[src/rtl/bus_sequencer.sv]
// Host-to-controller bus sequencer: a tagged byte FIFO is drained into registered
// enable/data_out commands; each IR load is followed by an execute cycle and a result capture.
module bus_sequencer #(
  parameter int unsigned DEPTH = 4
) (
  input  logic       clk,
  input  logic       rst_n,
  input  logic       in_valid,
  output logic       in_ready,
  input  logic [1:0] in_tag,
  input  logic [7:0] in_data,
  output logic [1:0] enable,
  output logic [7:0] data_out,
  input  logic [7:0] result_in,
  output logic       res_valid,
  output logic [7:0] res_data,
  output logic       busy,
  output logic [7:0] instr_count,
  output logic [7:0] drop_count
);

  localparam int unsigned AW = (DEPTH > 1) ? $clog2(DEPTH) : 1;
  localparam int unsigned CW = AW + 1;
  localparam logic [CW-1:0] FULL = CW'(DEPTH);

  typedef enum logic [1:0] {
    IDLE    = 2'd0,
    EXEC    = 2'd1,
    CAPTURE = 2'd2
  } state_e;

  state_e        state_q;
  logic [9:0]    mem_q [DEPTH];
  logic [AW-1:0] wr_ptr_q;
  logic [AW-1:0] rd_ptr_q;
  logic [CW-1:0] count_q;
  logic [1:0]    enable_q;
  logic [7:0]    data_out_q;
  logic          res_valid_q;
  logic [7:0]    res_data_q;
  logic [7:0]    instr_count_q;
  logic [7:0]    drop_count_q;

  logic          accept_d;
  logic          push_d;
  logic          drop_d;
  logic          pop_d;
  logic [9:0]    head_d;

  assign in_ready    = (count_q < FULL);
  assign busy        = (count_q != '0) || (state_q != IDLE);
  assign enable      = enable_q;
  assign data_out    = data_out_q;
  assign res_valid   = res_valid_q;
  assign res_data    = res_data_q;
  assign instr_count = instr_count_q;
  assign drop_count  = drop_count_q;

  // Illegal tags complete the handshake but never occupy a FIFO slot.
  always_comb begin
    accept_d = in_valid && in_ready;
    push_d   = accept_d && (in_tag != 2'b00);
    drop_d   = accept_d && (in_tag == 2'b00);
    pop_d    = ((state_q == IDLE) || (state_q == CAPTURE)) && (count_q != '0);
    head_d   = mem_q[rd_ptr_q];
  end

  always_ff @(posedge clk) begin
    if (push_d) begin
      mem_q[wr_ptr_q] <= {in_tag, in_data};
    end
  end

  always_ff @(posedge clk or negedge rst_n) begin
    if (!rst_n) begin
      state_q       <= IDLE;
      wr_ptr_q      <= '0;
      rd_ptr_q      <= '0;
      count_q       <= '0;
      enable_q      <= '0;
      data_out_q    <= '0;
      res_valid_q   <= 1'b0;
      res_data_q    <= '0;
      instr_count_q <= '0;
      drop_count_q  <= '0;
    end else begin
      if (push_d) begin
        wr_ptr_q <= wr_ptr_q + AW'(1);
      end
      if (pop_d) begin
        rd_ptr_q <= rd_ptr_q + AW'(1);
      end
      case ({push_d, pop_d})
        2'b10:   count_q <= count_q + CW'(1);
        2'b01:   count_q <= count_q - CW'(1);
        default: count_q <= count_q;
      endcase

      if (drop_d && (drop_count_q != 8'hFF)) begin
        drop_count_q <= drop_count_q + 8'd1;
      end

      res_valid_q <= 1'b0;
      case (state_q)
        EXEC: begin
          enable_q <= 2'b00;
          state_q  <= CAPTURE;
        end
        IDLE, CAPTURE: begin
          // CAPTURE retires the previous instruction and may issue the next head in the same cycle.
          if (state_q == CAPTURE) begin
            res_data_q    <= result_in;
            res_valid_q   <= 1'b1;
            instr_count_q <= instr_count_q + 8'd1;
          end
          if (pop_d) begin
            enable_q   <= head_d[9:8];
            data_out_q <= head_d[7:0];
            state_q    <= (head_d[9:8] == 2'b11) ? EXEC : IDLE;
          end else begin
            enable_q <= 2'b00;
            state_q  <= IDLE;
          end
        end
        default: begin
          enable_q <= 2'b00;
          state_q  <= IDLE;
        end
      endcase
    end
  end

endmodule

[config.mk]
export PLATFORM = sky130hd
export DESIGN_NAME = bus_sequencer
export DESIGN_NICKNAME = d
export VERILOG_FILES = /design/src/rtl/bus_sequencer.sv
export SDC_FILE = /design/constraint.sdc
export NUM_CORES = 1
export LEC_CHECK = 0
export ABC_AREA = 0
export BUFFER_PORTS_ARGS = -buffer_cell sky130_fd_sc_hd__buf_2
export CAP_MARGIN = 20
export CORE_MARGIN = 3
export CORE_UTILIZATION = 45
export CTS_CLUSTER_DIAMETER = 200
export DETAILED_ROUTE_END_ITERATION = 16
export PLACE_DENSITY = 0.66
export SLEW_MARGIN = 25
export SYNTH_ARGS = -nofsm -noshare
export SYNTH_HDL_FRONTEND = slang
export SYNTH_SLANG_ARGS = --single-unit
export TNS_END_PERCENT = 1
[constraint.sdc]
create_clock -name clk -period 2.44 [get_ports clk]
set_clock_uncertainty 0.05 [all_clocks]
set_input_delay 0.488 -clock clk [delete_from_list [all_inputs] [get_ports clk]]
set_output_delay 0.488 -clock clk [all_outputs]
set_load 0.05 [all_outputs]
Word-level counts from Yosys, hierarchy flattened --
Memory sizes are Yosys's and may differ from the RTL's. Index checks and enable logic that the tools add are counted.
Word-level totals: input port bits 21, bits in writable memories 40, memories kept 1, register bits 44, logic and storage cells 50, output and inout bits 37
Memory list:
- mem_q | depth 4, width 10, rd ports 1, clocked after memory_dff 0, wr ports 1, line 33 | logic [9:0] mem_q [DEPTH];
Operators by class: eq/ne operators 6, magnitude comparators 1, reduce and logical (&&, ||, !) cells 16, multiplexer cells 10, add/sub/neg operators 6
Operator list (number):
- adder 8 x 1 -> 8 bit, second input constant | 2
- != test 8 bit, second input constant | 1
- equality test 2 bit, second input constant | 3
- two-way mux 1 bit | 6
- case mux 3 bit (2 select lines) | 1
- nonzero test 2 bit | 3
- logical AND 1 bit | 5
- adder 2 x 1 -> 2 bit, second input constant | 2
- equality test 2 x 1 -> 1 bit, second input constant | 2
- logical NOT 2 bit | 2
- two-way mux 2 bit | 2
- case mux 2 bit (2 select lines) | 1
- AND reduction 2 bit | 2
- adder 3 x 1 -> 3 bit, second input constant | 1
- < comparator 3 bit, second input constant | 1
- nonzero test 3 bit | 1
- subtractor 3 x 1 -> 3 bit, second input constant | 1
- logical OR 1 bit | 2
- OR reduction 2 bit | 1

Longest topological paths before layout --
word-level depth 5, gate-level depth with buffers 9

Worst setup path before layout --
No wires, ideal clock.
path kind flip-flop to flip-flop, start register count_q[2], end register count_q[2], data arrival time 1882 ps, clock period less this slack 2072 ps, slack 368 ps, stages on the path, launching flop included 10, buffers on the path 0, library setup time 140 ps, path through dfrtp_1 > inv_1 > o211a_1 > inv_1 > ha_1 > inv_1 > fa_1 > xor2_1 > nor2_1 > xnor2_1
On the way: longest elaborated chain between the ends 5, elaborated cells on any way between the ends 11, classes of those cells 2 x add/sub; 1 x order compare; 2 x eq/ne; 1 x mux; 5 x reduce/logical
RTL lines:
- start: declaration | line 36 | logic [CW-1:0] count_q;
- start signal: assignment | line 94 | 2'b10: count_q <= count_q + CW'(1);
- start signal: assignment | line 95 | 2'b01: count_q <= count_q - CW'(1);
- start signal: assignment | line 96 | default: count_q <= count_q;
- < comparator 3 bit (*) | line 50 | assign in_ready = (count_q < FULL);
- net in_ready | line 9 | output logic in_ready,
- logical AND 1 bit (*) | line 61 | accept_d = in_valid && in_ready;
- logical AND 1 bit (*) | line 62 | push_d = accept_d && (in_tag != 2'b00);
- equality test 2 x 1 -> 1 bit / equality test 2 bit (equally long branches) | line 93 | case ({push_d, pop_d})
- case mux 3 bit (2 select lines) / nonzero test 2 bit (equally long branches)
The timed path passes the listed nets; every way through them passes the cells marked *. A chain may end at the register's enable or synchronous reset.

Worst setup path in the final report --
start register count_q[2], end register count_q[2]
On the way: longest elaborated chain between the ends 5, elaborated cells on any way between the ends 11, classes of those cells 2 x add/sub; 1 x order compare; 2 x eq/ne; 1 x mux; 5 x reduce/logical
RTL lines (line):
- < comparator 3 bit | 50
- logical AND 1 bit | 61
- logical AND 1 bit | 62
- equality test 2 x 1 -> 1 bit / equality test 2 bit (equally long branches) | 93
- case mux 3 bit (2 select lines) / nonzero test 2 bit (equally long branches)
Parallel ways exist; a longest one is shown, timed or not.

==> summary.txt <==
clock buffer depth = 2
number of global-route vias before repair = 1831
MaxCap Viol Count = 0
FMAX = 500 MHz
Horiz. Die Dim = 93.0 µm
critical-path maximum fanout = 7
Starting Density = 0.467
1st-pass router iterations = 4
Ys Warns = 0
CTS Hold Bufs = 0
Power per Cell Area = 1310 nW/µm²
Avg Cell Area, Syn = 17.0 µm²
via count = 1830
Synth Cell Area = 3410 µm²
post-synthesis instance total = 201
remaining antenna violation count = 0
fin crit share = 0.819
Reg clk slew, reported paths = 0.08 ns
Starting DRT DRC Count = 57
CTS tree = yes
first-pass GRT wire length = 8960 µm
top post-synthesis cells by count = 44 x dfrtp_1, 40 x edfxtp_1, 22 x mux2_2
ys async rst share = 0.524
WS Path Type = flop to flop
top-area cell type share of the netlist area = 0.353
layout cells sized above 1 = 0.392
hold crit path type = input port to asynchronous set/reset pin
outcome = complete, no violations
maximum vdd drop = 0.612 mV
Site Rows = 31
largest cells by area after synthesis = edfxtp_1 35%, dfrtp_1 32%, mux2_2 7.3%
Top FF cell, synth = dfrtp_1
Setup-failing EPs final = 0
total core area = 7290 µm²
I/O pin count = 58
GPL Wtd Cong = 0.763
Worst EP arrival = 2.20 ns
initial antenna violation count = 0
Placement Cell Area = 3810 µm²
Design Area, Final = 3990 µm²
crit end category = flop
Num CTS Buffers = 9
Tmin final = 2.00 ns
Via-to-Cell Ratio = 4.92
setup TNS = 0 ns
final max-slew violation count = 0
number of port buffers = 57
CTS root buf = clkbuf_8
Min Hold Slack = 0.165 ns
NumNets Final = 297
layout filler cell count = 640
final hold vios = 0
WL per Instance = 14.6 µm
clk_lat worst skew = 0.34 ns
hpwl dp = 3680 µm
GRT overflow = 0
count leader, synth = dfrtp_1
Synth cell types = 35
syn nets = 230
largest net degree at the start of global routing = 45
Inserted Diodes = 0
Slew headroom = 0.623
die height = 93.0 µm
post-synthesis sequential area ratio = 0.676
leakage power = 1.69 nW
cts repair resizes = 0
EDFF count, synth = 40
worst slew pin tran = 0.566 ns
die area = 8650 µm²
Tot Pwr = 5.25 mW
Residual DRC = 0
area grow syn2layout = 17.2%
cell taking the most area after synthesis = edfxtp_1
H-Tree Depth = 3
Data required, critical path = 2.64 ns
clock sink total = 84
RSZ-0062 raised after global routing = false
Detailed Route WL = 5440 µm
total track usage = 0.139
number of synthesized register bits = 84
Worst setup SP type = flop
final core utilization = 0.548
# Post-CTS Setup Buffers = 0
cells in the final DEF (no fill, tap or decap), types with 5 or more instances in the layout:
| master | count |
|---|---|
| buf_2 | 57 |
| dfrtp_1 | 44 |
| edfxtp_1 | 40 |
| mux2_2 | 22 |
| xnor2_1 | 10 |
| clkbuf_8 | 9 |
| inv_1 | 8 |
| nand4_1 | 8 |
| mux4_2 | 7 |
| and2_1 | 7 |
| ha_1 | 7 |
| nand2_1 | 5 |
final cells by class:
cell class                      instances  area (µm²)  area share
Sequential cell                        84        2300       0.576
Multi-Input combinational cell        104        1040       0.261
Clock inverter                          4        23.8     0.00595
Timing Repair Buffer                   61         315      0.0789
Clock buffer                           12         156      0.0392
Inverter                                8        30.0     0.00752
Tap cell                               99         124      0.0310
per-layer routing:
| metal | routed length [µm] | up-vias | track usage | part of all wire |
|---|---|---|---|---|
| met5 | 0 | - | 0 | 0 |
| met4 | 95 | 0 | 0.0733 | 0.017 |
| met3 | 240 | 9 | 0.0330 | 0.044 |
| met2 | 2710 | 41 | 0.219 | 0.50 |
| met1 | 2400 | 904 | 0.179 | 0.44 |
| li1 | - | 876 | - | - |
per-stage QoR:
step / instances / setup WS, ns
2_1_floorplan: 201 / 0.368
3_3_place_gp: 356 / 0.331
3_5_place_dp: 356 / 0.284
4_1_cts: 372 / 0.448
5_1_grt: 372 / 0.362
6_report: 372 / 0.441
worst paths after layout:
kind / startpoint / end / slack (ns) / cells after the start
worst min-delay path: rst_n / res_data[4] / 0.17 / 2
worst min register to register: instr_count[7] / instr_count[7] / 0.42 / 1
worst max register to register: count_q[2] / count_q[2] / 0.44 / 9
min in group clk: in_data[5] / mem_q[2][5] / 0.31 / 1
max in group asynchronous: rst_n / count_q[2] / 1.78 / 2
worst max-delay path: count_q[2] / count_q[2] / 0.44 / 9
worst max-delay path, cell delays in order (launching register included):
cell and delay [ns]:
dfrtp_1 0.45, inv_1 0.11, o211a_1 0.22, inv_1 0.09
ha_1 0.18, inv_1 0.06, fa_1 0.37, xor2_1 0.15
nor2_1 0.12, xnor2_1 0.13
kinds of logic after synthesis:
logic type / synth area share
flip-flops: 0.676
AND/OR/NAND/NOR: 0.0734
multiplexers: 0.153
XOR/XNOR: 0.0360
buffers and inverters: 0.0184
adder cells (fa/ha/maj): 0.0316
AO/OA/AOI/OAI: 0.0117
report_power, final:
group	switching, mW	leakage [nW]	internal (mW)
logic	1.41	0.686	0.785
registers	0.285	0.907	1.87
clock network	0.462	0.0952	0.429
flip-flops by register name (all words and copies together), names as in the netlist:
name         cells
res_valid        1
enable           2
count_q          3
res_data         8
rd_ptr_q         2
instr_count      8
data_out         8
mem_q           40
wr_ptr_q         2
drop_count       8
state_q          2
Note: power is estimated with default switching activity, not from simulation.
